===== src/rtl/cnn_pkg.sv =====
// Shared constants and the FSM state type for the feature-map streaming blocks.
package cnn_pkg;
  localparam int BITSIZE = 14;
  localparam int LANES   = 16;
  localparam int MAX_ROW = 112;
  localparam int SIZE_W  = $clog2(MAX_ROW + 1);
  localparam int GRP_W   = 6;

  typedef enum logic [1:0] {
    ST_IDLE     = 2'd0,
    ST_ISSUE    = 2'd1,
    ST_DRAIN    = 2'd2,
    ST_WAIT_ACK = 2'd3
  } fsm_state_t;

  // A zero-sized dimension is treated as one.
  function automatic logic [SIZE_W-1:0] size_or_one(input logic [SIZE_W-1:0] s);
    return (s == '0) ? SIZE_W'(1) : s;
  endfunction
endpackage


===== src/rtl/rd_valid_pipe.sv =====
// Tracks SRAM reads in flight: a DEPTH-deep valid/last shift register with async clear.
module rd_valid_pipe #(
  parameter int DEPTH = 1
) (
  input  logic clk,
  input  logic rst,
  input  logic in_valid,
  input  logic in_last,
  output logic out_valid,
  output logic out_last,
  output logic any_valid
);
  logic [DEPTH-1:0] valid_sr;
  logic [DEPTH-1:0] last_sr;

  always_ff @(posedge clk or negedge rst) begin
    if (!rst) begin
      valid_sr <= '0;
      last_sr  <= '0;
    end else begin
      valid_sr[0] <= in_valid;
      last_sr[0]  <= in_valid & in_last;
      for (int i = 1; i < DEPTH; i++) begin
        valid_sr[i] <= valid_sr[i-1];
        last_sr[i]  <= last_sr[i-1];
      end
    end
  end

  assign out_valid = valid_sr[DEPTH-1];
  assign out_last  = last_sr[DEPTH-1];
  assign any_valid = |valid_sr;
endmodule


===== src/rtl/fmap_pixel_streamer.sv =====
// Streams a feature map from SRAM into the 3x3 window buffer, one 16-channel group at a time.
// Handshake: a read issues in any ISSUE cycle where fifo_ready is high; wr_en marks input_pixels valid.
module fmap_pixel_streamer
  import cnn_pkg::*;
#(
  parameter int ADDR_W = 16,
  parameter int RD_LAT = 1
) (
  input  logic                     clk,
  input  logic                     rst,
  input  logic                     start,
  input  logic [ADDR_W-1:0]        base_addr,
  input  logic [SIZE_W-1:0]        row_size,
  input  logic [SIZE_W-1:0]        col_size,
  input  logic [GRP_W-1:0]         ch_groups,
  output logic                     mem_rd_en,
  output logic [ADDR_W-1:0]        mem_addr,
  input  logic [LANES*BITSIZE-1:0] mem_rd_data,
  input  logic                     fifo_ready,
  input  logic                     depth_window_done,
  output logic [LANES*BITSIZE-1:0] input_pixels,
  output logic                     wr_en,
  output logic                     busy,
  output logic                     group_done,
  output logic                     frame_done,
  output logic [1:0]               fsm_state
);
  fsm_state_t        state, state_next;
  logic [SIZE_W-1:0] row_size_q, col_size_q, col, row;
  logic [GRP_W-1:0]  ch_groups_q, grp;
  logic [ADDR_W-1:0] cur_addr;
  logic              issue, last_pix, last_grp;
  logic              pipe_valid, pipe_last, pipe_busy;

  assign issue    = (state == ST_ISSUE) && fifo_ready;
  assign last_pix = (row == col_size_q - SIZE_W'(1)) && (col == row_size_q - SIZE_W'(1));
  assign last_grp = (grp == ch_groups_q - GRP_W'(1));

  always_ff @(posedge clk or negedge rst) begin
    if (!rst) begin
      state       <= ST_IDLE;
      row_size_q  <= '0;
      col_size_q  <= '0;
      ch_groups_q <= '0;
      col         <= '0;
      row         <= '0;
      grp         <= '0;
      cur_addr    <= '0;
      frame_done  <= 1'b0;
    end else begin
      state      <= state_next;
      frame_done <= 1'b0;
      case (state)
        ST_IDLE: if (start) begin
          row_size_q  <= size_or_one(row_size);
          col_size_q  <= size_or_one(col_size);
          ch_groups_q <= (ch_groups == '0) ? GRP_W'(1) : ch_groups;
          cur_addr    <= base_addr;
          col         <= '0;
          row         <= '0;
          grp         <= '0;
        end
        ST_ISSUE: if (issue) begin
          // Groups are contiguous in SRAM, so the address simply keeps counting.
          cur_addr <= cur_addr + ADDR_W'(1);
          if (col == row_size_q - SIZE_W'(1)) begin
            col <= '0;
            row <= last_pix ? '0 : row + SIZE_W'(1);
          end else begin
            col <= col + SIZE_W'(1);
          end
        end
        ST_WAIT_ACK: if (depth_window_done) begin
          if (last_grp) frame_done <= 1'b1;
          else          grp        <= grp + GRP_W'(1);
        end
        default: ;
      endcase
    end
  end

  always_comb begin
    state_next = state;
    case (state)
      ST_IDLE:     if (start) state_next = ST_ISSUE;
      ST_ISSUE:    if (issue && last_pix) state_next = ST_DRAIN;
      ST_DRAIN:    if (!pipe_busy) state_next = ST_WAIT_ACK;
      ST_WAIT_ACK: if (depth_window_done) state_next = last_grp ? ST_IDLE : ST_ISSUE;
      default:     state_next = ST_IDLE;
    endcase
  end

  rd_valid_pipe #(.DEPTH(RD_LAT)) u_rd_valid_pipe (
    .clk       (clk),
    .rst       (rst),
    .in_valid  (issue),
    .in_last   (last_pix),
    .out_valid (pipe_valid),
    .out_last  (pipe_last),
    .any_valid (pipe_busy)
  );

  assign mem_rd_en    = issue;
  assign mem_addr     = cur_addr;
  assign wr_en        = pipe_valid;
  assign group_done   = pipe_valid & pipe_last;
  assign input_pixels = pipe_valid ? mem_rd_data : '0;
  assign busy         = (state != ST_IDLE);
  assign fsm_state    = state;
endmodule


===== config.mk =====
export PLATFORM = sky130hd
export DESIGN_NAME = fmap_pixel_streamer
export DESIGN_NICKNAME = d
export VERILOG_FILES = /design/src/rtl/cnn_pkg.sv /design/src/rtl/rd_valid_pipe.sv /design/src/rtl/fmap_pixel_streamer.sv
export SDC_FILE = /design/constraint.sdc
export NUM_CORES = 1
export LEC_CHECK = 0
export ABC_AREA = 1
export BUFFER_PORTS_ARGS = -buffer_cell sky130_fd_sc_hd__buf_2
export CAP_MARGIN = 40
export CORE_AREA = 10 10 192 194
export CTS_CLUSTER_DIAMETER = 60
export DETAILED_ROUTE_END_ITERATION = 16
export DIE_AREA = 0 0 202 204
export PLACE_DENSITY = 0.47
export REMOVE_ABC_BUFFERS = 1
export SETUP_SLACK_MARGIN = 0.5
export SKIP_LAST_GASP = 1
export SYNTH_ARGS = -nofsm -noshare
export SYNTH_HDL_FRONTEND = slang
export SYNTH_SLANG_ARGS = --single-unit
export TNS_END_PERCENT = 1

===== constraint.sdc =====
create_clock -name clk -period 3.25 [get_ports clk]
set_input_delay 0.4875 -clock clk [delete_from_list [all_inputs] [get_ports clk]]
set_output_delay 0.4875 -clock clk [all_outputs]
set_load 0.03 [all_outputs]

# ---- Word level (Yosys, flattened, before mapping)
# Cells that the tools add are included.
# Widths: inputs -> output; s select.
dict set report totals {
  regBits 61
  word_cells 76
}
dict set report op_classes {
  n_reduce_logical 15
  n_bitwise 2
  addsub 7
  eq_ne 13
  mux 28
}
# operator n
set ops {}
lappend ops {{$mux 224} 1}
lappend ops {{$mux 7} 8}
lappend ops {{$mux 16} 2}
lappend ops {{$pmux 16 s2} 1}
lappend ops {{$pmux 7 s2} 2}
lappend ops {{$mux 6} 4}
lappend ops {{$add 16x1->16 const B} 1}
lappend ops {{$add 7x1->7 const B} 2}
lappend ops {{$eq 7x7->1} 2}
lappend ops {{$logic_not 7->1} 2}
lappend ops {{$sub 7x1->7 const B} 2}
lappend ops {{$pmux 6 s2} 1}
lappend ops {{$reduce_and 4->1} 3}
lappend ops {{$ne 2x2->1 const B} 5}
lappend ops {{$mux 2} 4}
lappend ops {{$pmux 2 s4} 1}
lappend ops {{$add 6x1->6 const B} 1}
lappend ops {{$eq 6x6->1} 1}
lappend ops {{$logic_not 6->1} 1}
lappend ops {{$reduce_bool 2->1} 3}
lappend ops {{$sub 6x1->6 const B} 1}
lappend ops {{$eq 2x2->1 const B} 2}
lappend ops {{$mux 1} 4}
lappend ops {{$ne 2x1->1 const B} 2}
lappend ops {{6 further kinds} 9}

# ---- Logic depth before layout (Yosys ltp)
# Gate-level depths: netlist of run 1.
dict set report depth {
  depth_word 7
  mapped_depth 15
}

# ---- By module
# From an unflattened synthesis of run 1, not the netlist that was laid out.
dict set report unflattened {
  cells_unflattened 1044
  hier_area_um2 5861.9
}
# mod n_inst area_each_um2 cells_each
set modules_own_cells {}
lappend modules_own_cells {fmap_pixel_streamer 1 5796.8 1039}
lappend modules_own_cells {rd_valid_pipe 1 65.1 5}

# ---- Worst setup path after synthesis of run 1
# No wires, ideal clock.
dict set report synth_timing {
  kind {reg2reg}
  from {register state[0] (netlist: fsm_state[0])}
  to {register cur_addr[3] (netlist: mem_addr[3])}
  path_buffers 1
  slack_ns 1.134
  path_stages_with_launch 11
  t_required_ns 3.127
  t_arrival_ns 1.993
  cell_sequence {dfrtp_1 > inv_1 > ha_1 > inv_1 > or2_0 > nand2_1 > o21ai_2 > inv_4 > buf_4 > a211oi_1 > nor2_1}
}
dict set report synth_between {
  elab_chain_len 4
}
# item line_no
set synth_rtl {}
lappend synth_rtl {{start, declared} fmap_pixel_streamer.sv:28} ;# fsm_state_t state, state_next;
lappend synth_rtl {{start signal, assigned} fmap_pixel_streamer.sv:51} ;# state <= state_next;
lappend synth_rtl {{$eq 2x1->1} {fmap_pixel_streamer.sv:35, fmap_pixel_streamer.sv:53}}
lappend synth_rtl {{$logic_and 1x1->1} fmap_pixel_streamer.sv:35} ;# assign issue = (state == ST_ISSUE) && fifo_ready;
lappend synth_rtl {{$ne 2x2->1 (no line)} --}
lappend synth_rtl {{$reduce_and 3->1 (no line)} --}
lappend synth_rtl {{end signal, assigned} fmap_pixel_streamer.sv:58} ;# cur_addr <= base_addr;
lappend synth_rtl {{end signal, assigned} fmap_pixel_streamer.sv:65} ;# cur_addr <= cur_addr + ADDR_W'(1);
lappend synth_rtl {{end, declared} fmap_pixel_streamer.sv:31} ;# logic [ADDR_W-1:0] cur_addr;
# Several ways; a longest one is shown, not always the timed one.
# A chain may end at the register's enable or synchronous reset.

# ---- Final worst setup path of run 1
dict set report layout_timing {
  from {register u_rd_valid_pipe.valid_sr (netlist: u_rd_valid_pipe.any_valid)}
  to {output port input_pixels[69]}
}
dict set report layout_between {
  elab_chain_len 1
}
# item line_no
set layout_rtl {}
lappend layout_rtl {{start, declared} rd_valid_pipe.sv:13} ;# logic [DEPTH-1:0] valid_sr;
lappend layout_rtl {{start signal, assigned by index} rd_valid_pipe.sv:24} ;# valid_sr[i] <= valid_sr[i-1];
lappend layout_rtl {{$mux 224} fmap_pixel_streamer.sv:107} ;# assign input_pixels = pipe_valid ? mem_rd_data : '0;
lappend layout_rtl {{end, declared} fmap_pixel_streamer.sv:21} ;# output logic [LANES*BITSIZE-1:0] input_pixels,
# No other way between the ends.

==> flow_metrics.env, run 1 <==
export IMPL_n_fill_cell=3873
export IMPL_synth_fa_ha_area_share_pct=2.40
export IMPL_ant_nets=0
export IMPL_yosysSeqAreaShare_pct=26.7
export IMPL_syn_avg_cell_area_sq_um=5.57
export IMPL_antenna_found_initial=28
export IMPL_timing_fmax_mhz=404
export IMPL_worst_slew_pin_slew_ps=771
export IMPL_grt_setup_unrepaired="false"
export IMPL_synth_top_family_by_area="simple AND/OR/NAND/NOR gates"
export IMPL_cp_slowest_cell="dfrtp_4"
export IMPL_gp_congestion=0.959
export IMPL_clockBufferDepth=2
export IMPL_drt_total_wl_um=40900
export IMPL_synth_top_area_share_pct=26.7
export IMPL_vias=7933
export IMPL_internal_power_mw=2.94
export IMPL_setup_viol=0
export IMPL_io_pins=512
export IMPL_cpPeakStageDelay_ps=740
export IMPL_worst_r2r_cell_count=9
export IMPL_worst_slack_ps=778
export IMPL_async_flop_share_pct=100
export IMPL_gr_total_overflow=0
export IMPL_switching_power_mw=3.91
export IMPL_dp_slack_ps=1070
export IMPL_synth_warnings=0
export IMPL_dp_hpwl_um=37200
export IMPL_drc=0
export IMPL_startpoint="u_rd_valid_pipe.any_valid"
export IMPL_startpoint_type="flop"
export IMPL_cts_tree="built"
export IMPL_required_ps=2760
export IMPL_synthMuxAreaShare_pct=0
export IMPL_maxSlewHeadroom_pct=48.6
export IMPL_path_clk_slew_ps=60
export IMPL_multi_input_comb_area_sq_mm=0.00289
export IMPL_final_common_cell="buf_2"
export IMPL_die_h_um=204
export IMPL_clock_latency_ps=330
export IMPL_cp_end_kind="output port"
export IMPL_placed_cells=1959
export IMPL_grt_max_degree=75
export IMPL_htreeDepth=3
export IMPL_start_util_pct=17.3
export IMPL_cap_viol_max_count=0
export IMPL_synth_compound_area_share_pct=7.54
export IMPL_crit_end="input_pixels[69]"
export IMPL_period_minus_slack_ps=2470
export IMPL_coreArea_sq_mm=0.0331
export IMPL_post_cts_buffers=0
export IMPL_seq_power_share_pct=21.2
export IMPL_cts_buffers=9
export IMPL_drive_gt1_share_pct=37.0
export IMPL_placement_io_buffers=511
export IMPL_slew_violations=0
export IMPL_grt_pass1_vias=7783
export IMPL_rows=67
export IMPL_synthSimpleGateAreaFrac_pct=37.0
export IMPL_r2r_slack_ps=1060
export IMPL_drt_first_iter_violations=484
export IMPL_cts_sinks=61
export IMPL_synthXorXnorAreaFrac_pct=3.52
export IMPL_path_cells="buf_4, nand2_1, inv_1, buf_2"
export IMPL_globalRouteTotalUtil_pct=18.6
export IMPL_routed_via_density=4.01
export IMPL_seqCellArea_sq_mm=0.00153
export IMPL_hold_path_class="input port to asynchronous set/reset pin"
export IMPL_fin_util_pct=27.5
export IMPL_pwr_share_clk_pct=14.6
export IMPL_p_total_mw=6.85
export IMPL_synth_ff_type="dfrtp_1"
export IMPL_p_per_area_mw_per_mm2=751
export IMPL_period_share_pct=76.1
export IMPL_finalSetupTns_ps=0
export IMPL_hold_viol_final=0
export IMPL_area_delta_synth_final_pct=59.2
export IMPL_pwr_share_comb_pct=64.2
export IMPL_firstDrtPassIters=5
export IMPL_run_status="finished clean"
export IMPL_leakage_nw=6.86
export IMPL_holdBufCountCts=0
export IMPL_nets=1798
export IMPL_synthTopCellsByArea="dfrtp_1, nand2_1, inv_1"
export IMPL_path_max_fanout=40
export IMPL_irDropWorstVdd_mv=0.488
export IMPL_rr_endpoint="row[0]"
export IMPL_syn_area_sq_mm=0.00573
export IMPL_skew_ps=7.31
export IMPL_r2r_start="fsm_state[1]"
export IMPL_cts_root_buf="clkbuf_16"
export IMPL_swShare_pct=57.1
export IMPL_yosys_area_top_type="dfrtp_1"
export IMPL_grt_pass1_wl_um=56700
export IMPL_final_cell_mix="buf_2, nand2_1, inv_1, dfrtp_1, nor2_1"
export IMPL_die_w_um=202
export IMPL_synth_edff_count=0
export IMPL_worstPathArrival_ps=1980
export IMPL_synth_cell_types=39
export IMPL_post_drt_wl_per_cell_um=20.7
export IMPL_ys_ff_latch=61
export IMPL_syn_inst=1027
export IMPL_path_class="flop to output port"
export IMPL_fin_cells=1979
export IMPL_die_area_sq_mm=0.0412
export IMPL_cts_resized=0
[sequential cells by signal, indices dropped and copies added (netlist names)]
signal,cells
row,7
ch_groups_q,6
mem_addr,16
col_size_q,7
grp,6
col,7
u_rd_valid_pipe.any_valid,1
u_rd_valid_pipe.out_last,1
fsm_state,2
row_size_q,7
frame_done,1
[critical path: cells and delay by family (launching register included)]
| family | cells | cell delay (ps) |
|---|---|---|
| flops | 1 | 740 |
| simple gates | 1 | 220 |
| buf+inv | 3 | 650 |
[layer usage]
layer / track usage (%) / up-vias / wire length, um
li1: - / 3938 / -
met1: 21.0 / 3596 / 15700
met2: 31.7 / 307 / 19800
met3: 6.86 / 74 / 3800
met4: 6.68 / 18 / 1400
met5: 0 / - / 116
[synthesized netlist by cell type (4+ instances only)]
library cell  instances
a21oi_1              13
buf_2                13
clkbuf_1             22
dfrtp_1              61
ha_1                 11
inv_1               298
nand2_1             383
nand3_1              44
nand3_2               4
nand4_1               5
nor2_1               49
nor2_2                4
nor3_1                5
nor4_1                6
o21ai_0              33
o21ai_1              15
o22ai_1               5
xnor2_1               8
xor2_1               15
[worst min-delay path by stage]
stage                endpoint           from  slack, ps  cells past startpoint
2_1_floorplan  ch_groups_q[0]            rst        190                      0
3_3_place_gp    col_size_q[6]  col_size_q[6]        500                      2
3_5_place_dp      mem_addr[0]            rst        430                      1
4_1_cts           mem_addr[0]            rst         70                      1
5_1_grt           mem_addr[0]            rst         90                      1
6_report          mem_addr[0]            rst         70                      1
[per-stage QoR]
| stage | hold WS (ps) | instance area (sq um) |
|---|---|---|
| finish | 74.2 | 9110 |
| floorplan | 192 | 5560 |
| detailed placement | 434 | 8800 |
| global placement | 498 | 8780 |
| global route | 90.8 | 9110 |
| CTS | 73.8 | 9100 |
[cells by family after synthesis]
| family | after synthesis |
|---|---|
| simple gates | 513 |
| fa+ha+maj | 11 |
| compound gates | 78 |
| flops | 61 |
| xor+xnor | 23 |
| buf+inv | 341 |
[power groups by stage]
stage | combinational [mW] | sequential, mW | clock [mW]
final | 4.40 | 1.45 | 1.00
after detailed placement | 4.44 | 1.46 | 0
after CTS | 4.46 | 1.45 | 1.03
after floorplan | 2.77 | 1.67 | 0
after global routing | 4.89 | 1.50 | 1.07
after global placement | 4.40 | 1.45 | 0
[layout make-up]
type                    instances  area share [%]
repair buffers                522            29.4
clock inverters                 7           0.906
diodes                          4           0.110
clock buffers                   9            2.47
inverters                     303            12.5
well taps                     448            6.15
multi-input cells             625            31.7
flip-flops and latches         61            16.8
No activity file was read; power rests on OpenSTA's default activity.
==> run 2: changes to the inputs <==
--- a/config.mk
+++ b/config.mk
@@ -8,11 +8,11 @@
 export ABC_AREA = 1
 export BUFFER_PORTS_ARGS = -buffer_cell sky130_fd_sc_hd__buf_2
 export CAP_MARGIN = 40
-export CORE_AREA = 10 10 192 194
+export CORE_AREA = 10 10 189 191
 export CTS_CLUSTER_DIAMETER = 60
 export DETAILED_ROUTE_END_ITERATION = 16
-export DIE_AREA = 0 0 202 204
-export PLACE_DENSITY = 0.47
+export DIE_AREA = 0 0 199 201
+export PLACE_DENSITY = 0.5
 export REMOVE_ABC_BUFFERS = 1
 export SETUP_SLACK_MARGIN = 0.5
 export SKIP_LAST_GASP = 1
==> constraint.sdc (replaced) <==
create_clock -name clk -period 2.1 [get_ports clk]
set_input_delay 0.315 -clock clk [delete_from_list [all_inputs] [get_ports clk]]
set_output_delay 0.315 -clock clk [all_outputs]
set_load 0.03 [all_outputs]
==> run 2 against run 1 <==
Flip-flop and latch count unchanged. Routed wire length up 0.29%. Clock-buffer cell count unchanged. Global-route usage up 0.33 points. Sequential power up 50%. Utilization up 2.4 points. Register-to-register slack worse by 770 ps. Critical path depth up 1. Largest power group unchanged. Critical path type unchanged. Total power up 67%. Cell count about the same. Highest routed layer unchanged.
==> flow_metrics.env, run 2 (synthesis gave the netlist of run 1 again) <==
export IMPL_startpoint_type="flop"
export IMPL_path_max_fanout=39
export IMPL_min_path_cells=3
export IMPL_fin_cells=1980
export IMPL_leakage_nw=7.07
export IMPL_cpPeakStageDelay_ps=440
export IMPL_path_class="flop to output port"
export IMPL_antenna_found_initial=38
export IMPL_clock_latency_ps=330
export IMPL_irDropWorstVdd_mv=0.495
export IMPL_required_ps=1780
export IMPL_area_delta_synth_final_pct=67.4
export IMPL_hold_viol_final=0
export IMPL_drc=0
export IMPL_path_cells="buf_12, buf_16, nand2_1, inv_1, buf_2"
export IMPL_period_minus_slack_ps=1860
export IMPL_wl_met1_um=15700
export IMPL_die_w_um=199
export IMPL_cp_end_kind="output port"
export IMPL_gr_total_overflow=0
export IMPL_ant_nets=0
export IMPL_swShare_pct=55.3
export IMPL_skew_ps=13.6
export IMPL_wl_met2_um=20200
export IMPL_drt_total_wl_um=41000
export IMPL_htreeDepth=3
export IMPL_die_area_sq_mm=0.0400
export IMPL_io_pins=512
export IMPL_slew_violations=0
export IMPL_switching_power_mw=6.33
export IMPL_final_common_cell="buf_2"
export IMPL_min_delay_start="ch_groups[4]"
export IMPL_p_per_area_mw_per_mm2=1190
export IMPL_clockBufferDepth=2
export IMPL_period_share_pct=88.4
export IMPL_start_util_pct=17.9
export IMPL_setup_viol=0
export IMPL_dp_hpwl_um=36100
export IMPL_r2r_slack_ps=290
export IMPL_vias=8133
export IMPL_cap_viol_max_count=0
export IMPL_pwr_share_comb_pct=67.7
export IMPL_rr_endpoint="row[6]"
export IMPL_worst_slew_pin_slew_ps=578
export IMPL_firstDrtPassIters=5
export IMPL_cts_buffers=9
export IMPL_worst_r2r_cell_count=11
export IMPL_cp_num_buf_inv=4
export IMPL_fin_util_pct=29.9
export IMPL_post_drt_wl_per_cell_um=20.7
export IMPL_path_clk_slew_ps=60
export IMPL_die_h_um=201
export IMPL_cp_slowest_cell="dfrtp_4"
export IMPL_timing_fmax_mhz=538
export IMPL_routed_top_layer="met5"
export IMPL_dr_wl_met3_um=4330
export IMPL_r2r_start="fsm_state[1]"
export IMPL_hold_end="ch_groups_q[4]"
export IMPL_final_cell_mix="buf_2, nand2_1, inv_1, dfrtp_1, nor2_1"
export IMPL_cts_tree="built"
export IMPL_grt_pass1_vias=7779
export IMPL_placement_io_buffers=511
export IMPL_n_fill_cell=3667
export IMPL_crit_family="buffers and inverters"
export IMPL_grt_max_degree=49
export IMPL_seq_power_share_pct=19.0
export IMPL_nets=1828
export IMPL_largest_register_ffs=16
export IMPL_pwr_share_clk_pct=13.4
export IMPL_cts_sinks=61
export IMPL_grt_pass1_wl_um=55500
export IMPL_grt_setup_unrepaired="true"
export IMPL_worstPathArrival_ps=1540
export IMPL_maxSlewHeadroom_pct=61.5
export IMPL_coreArea_sq_mm=0.0320
export IMPL_cts_root_buf="clkbuf_16"
export IMPL_hold_path_class="input port to flop"
export IMPL_routed_via_density=4.11
export IMPL_drt_first_iter_violations=549
export IMPL_internal_power_mw=5.12
export IMPL_run_status="finished clean"
export IMPL_globalRouteTotalUtil_pct=18.9
export IMPL_drive_gt1_share_pct=39.4
export IMPL_placed_cells=1923
export IMPL_rows=66
export IMPL_gp_congestion=0.929
[run 2: changes by cell type in the layout (fill, tap and decap cells not counted), moves of 5 or more]
| cell | previous run | this run |
|---|---|---|
| nand2_1 | 383 | 378 |
| diode_2 | 4 | 15 |
| inv_1 | 298 | 293 |
| nand2_2 | 3 | 8 |
| inv_2 | 3 | 8 |
| buf_2 | 511 | 505 |
| buf_4 | 8 | 29 |
[run 2: timing repair]
item,in CTS,in global routing
hold buffers,1,0
gates cloned,1,3
endpoints found under the setup margin,282,282
pin swaps,4,17
setup buffers,9,12
resized for setup,21,27
hold endpoints to repair,18,0
[run 2: final cells by class]
cell class                 instances  area, sq um  area share (%)
antenna                           15         37.5           0.392
clock buffer                       9          225            2.35
clock inverter                     7         78.8           0.822
inverter                         303         1140            11.9
multi-input combinational        626         2980            31.1
sequential                        61         1530            16.0
tap                              408          510            5.33
timing repair buffer             551         3080            32.1
[run 2: layer usage]
metal	GRT usage (%)	up-vias
li1	-	4019
met3	7.23	58
met1	21.3	3702
met5	0	-
met2	32.4	340
met4	5.40	14
[run 2: how the worst max path moves through the flow]
stage,slack (ps),cells past startpoint,start,end
floorplan,-2380,3,u_rd_valid_pipe.any_valid,fsm_state[0]
global placement,120,10,fsm_state[0],mem_addr[5]
detailed placement,80,10,fsm_state[0],mem_addr[5]
CTS,220,5,u_rd_valid_pipe.any_valid,input_pixels[82]
global route,150,15,col_size_q[0],fsm_state[0]
finish,240,5,u_rd_valid_pipe.any_valid,input_pixels[72]
[run 2: stage by stage]
step	instance area, sq um	TNS [ps]	hold WS (ps)	power (mW)	worst slack (ps)
5_1_grt	9570	0	217	12.4	151
2_1_floorplan	5560	-541210	19.4	6.88	-2380
3_3_place_gp	8800	0	332	9.14	123
4_1_cts	9320	0	189	11.1	221
3_5_place_dp	8800	0	337	9.21	83.0
6_report	9580	0	196	11.4	243
[run 2: power by group through the flow]
stage / Sequential [mW] / Clock [mW] / Combinational, mW
2_1_floorplan: 2.59 / 0 / 4.29
3_3_place_gp: 2.23 / 0 / 6.91
3_5_place_dp: 2.25 / 0 / 6.96
4_1_cts: 2.16 / 1.57 / 7.38
5_1_grt: 2.24 / 1.63 / 8.52
6_report: 2.17 / 1.53 / 7.74
[run 2: worst reg2reg max path, cell delays in order (launching register included)]
cell and delay (ps):
dfrtp_1 370, inv_1 80, ha_1 250, nand2_1 90, inv_2 90, nand2_1 100
o21ai_4 130, clkinv_4 170, nor2_8 200, buf_6 140, nand3_1 70, nand2_1 70
==> run 3: changes to the inputs <==
--- a/config.mk
+++ b/config.mk
@@ -12,7 +12,7 @@
 export CTS_CLUSTER_DIAMETER = 60
 export DETAILED_ROUTE_END_ITERATION = 16
 export DIE_AREA = 0 0 199 201
-export PLACE_DENSITY = 0.5
+export PLACE_DENSITY = 0.52
 export REMOVE_ABC_BUFFERS = 1
 export SETUP_SLACK_MARGIN = 0.5
 export SKIP_LAST_GASP = 1
==> run 3 against run 2 <==
Clock skew down 4.1 ps. Clock-buffer cell count did not move. Highest routed layer unchanged. Total power rose by 0.27%. Worst hold slack lost 190 ps. Non-clock buffer count shrank 1. Critical path type unchanged.
==> flow_metrics.env, run 3 (synthesis gave the netlist of run 1 again) <==
export IMPL_run_status="finished clean"
export IMPL_firstDrtPassIters=4
export IMPL_cts_sinks=61
export IMPL_grt_pass1_vias=7838
export IMPL_vias=8113
export IMPL_htreeDepth=3
export IMPL_path_class="flop to output port"
export IMPL_gr_usage_met3_pct=7.46
export IMPL_setup_viol=0
export IMPL_worst_slack_ps=259
export IMPL_rr_endpoint="fsm_state[1]"
export IMPL_worstPathArrival_ps=1530
export IMPL_die_w_um=199
export IMPL_skew_ps=9.44
export IMPL_routed_via_density=4.11
export IMPL_die_h_um=201
export IMPL_cts_buffers=9
export IMPL_clock_latency_ps=340
export IMPL_rows=66
export IMPL_r2r_start="col_size_q[1]"
export IMPL_antenna_found_initial=28
export IMPL_cts_tree="built"
export IMPL_gp_congestion=0.965
export IMPL_fin_area_sq_mm=0.00963
export IMPL_grt_busiest_layer="met2"
export IMPL_placement_io_buffers=511
export IMPL_grt_setup_unrepaired="true"
export IMPL_drt_first_iter_violations=515
export IMPL_ant_nets=0
export IMPL_io_pins=512
export IMPL_hold_path_class="input port to asynchronous set/reset pin"
export IMPL_n_fill_cell=3686
export IMPL_dp_slack_ps=146
export IMPL_path_cells="buf_12, buf_4, nand2_1, inv_1, buf_2"
export IMPL_path_max_fanout=14
export IMPL_leakage_nw=7.05
export IMPL_met2_usage_pct=32.6
export IMPL_crit_family="buffers and inverters"
export IMPL_period_minus_slack_ps=1840
export IMPL_r2r_slack_ps=290
export IMPL_hold_viol_final=0
export IMPL_grt_max_degree=40
export IMPL_coreArea_sq_mm=0.0320
export IMPL_largest_register_ffs=16
export IMPL_cts_root_buf="clkbuf_16"
export IMPL_seqCellArea_sq_mm=0.00153
export IMPL_globalRouteTotalUtil_pct=19.3
export IMPL_cap_viol_max_count=0
export IMPL_cp_num_buf_inv=4
export IMPL_grt_pass1_wl_um=56300
export IMPL_final_common_cell="buf_2"
export IMPL_gr_total_overflow=0
export IMPL_die_area_sq_mm=0.0400
export IMPL_required_ps=1780
export IMPL_placed_cell_area_sq_mm=0.00880
export IMPL_worst_slew_pin_slew_ps=668
export IMPL_cp_slowest_cell="dfrtp_4"
export IMPL_area_delta_synth_final_pct=68.3
export IMPL_start_util_pct=17.9
export IMPL_post_drt_wl_per_cell_um=20.9
export IMPL_drive_gt1_share_pct=39.3
export IMPL_startpoint_type="flop"
export IMPL_final_cell_mix="buf_2, nand2_1, inv_1, dfrtp_1, buf_4"
export IMPL_cpPeakStageDelay_ps=440
export IMPL_multi_input_comb_area_sq_mm=0.00300
export IMPL_dp_hpwl_um=36300
export IMPL_maxSlewHeadroom_pct=55.4
export IMPL_slew_violations=0
export IMPL_period_share_pct=87.7
export IMPL_clockBufferDepth=2
export IMPL_holdBufCountCts=0
export IMPL_gr_usage_met1_pct=21.7
export IMPL_path_clk_slew_ps=60
export IMPL_irDropWorstVdd_mv=0.513
export IMPL_worst_r2r_cell_count=15
export IMPL_p_per_area_mw_per_mm2=1190
export IMPL_timing_fmax_mhz=543
export IMPL_drt_total_wl_um=41300
export IMPL_drc=0
export IMPL_nets=1827
export IMPL_cp_end_kind="output port"
==> run 3: changes by cell type in the layout (fill, tap and decap cells not counted), moves of 2 or more <==
cell / change
clkbuf_16: -2
nand3_4: +2
buf_8: +3
buf_4: +29
diode_2: -5
nor2_1: +2
buf_2: -29
inv_1: +2
inv_2: -2
buf_12: -2
==> run 3: worst max path at each step <==
stage / endpoint / startpoint / slack, ps / depth (start not counted)
after global routing: row[6] / row_size_q[0] / 140 / 13
after floorplan: fsm_state[0] / u_rd_valid_pipe.any_valid / -2380 / 3
final: input_pixels[46] / u_rd_valid_pipe.any_valid / 260 / 5
after global placement: mem_addr[5] / fsm_state[0] / 190 / 8
after CTS: input_pixels[18] / u_rd_valid_pipe.any_valid / 250 / 5
after detailed placement: mem_addr[5] / fsm_state[0] / 150 / 8
==> run 3: per-stage QoR <==
step | std cells | setup TNS [ps] | utilization, % | hold WS, ps | power [mW]
finish | 1974 | 0 | 30.1 | 9.68 | 11.5
floorplan | 989 | -541210 | - | 19.4 | 6.88
CTS | 1951 | 0 | 29.4 | 9.55 | 11.3
global placement | 1925 | 0 | 27.5 | 370 | 9.15
global route | 1972 | 0 | 30.1 | 39.8 | 12.4
detailed placement | 1925 | 0 | 27.5 | 368 | 9.21
==> run 3: timing repair <==
action	CTS	global route
gates cloned	2	1
setup buffers	8	12
endpoints found under the hold margin	0	0
setup endpoints to repair	267	282
gates resized for setup	56	20
pin swaps	4	8
==> run 3: metal layers <==
layer,share of wire (%),routed length [um]
met4,2.3,957
met2,49,20300
met3,10,4160
met5,0.19,79
met1,38,15700
==> run 3: area by class of cell <==
class | instances | area share (%)
clock buffers | 9 | 2.34
inverters | 303 | 11.9
multi-input cells | 626 | 31.1
well taps | 408 | 5.30
flip-flops and latches | 61 | 15.9
diodes | 10 | 0.260
repair buffers | 550 | 32.4
clock inverters | 7 | 0.844
==> run 3: worst register-to-register path, cell delays in order (launching register included) <==
cell and delay (ps):
dfrtp_1 350, inv_1 90, ha_4 280, inv_1 30, nand2_1 40, nand2_1 40
nor2_1 110, nand2_1 60, nor2_1 100, nand2_1 90, nor2_4 130, nand3_2 100
nand2_2 90, nand2_1 70, nand2_1 70, nand2_1 40
==> run 3: where the power goes <==
part           leakage (nW)  switching [mW]  internal, mW
sequential            0.772           0.537          1.63
clock                 0.147           0.617         0.937
combinational          6.13            5.20          2.56
total                  7.05            6.36          5.12
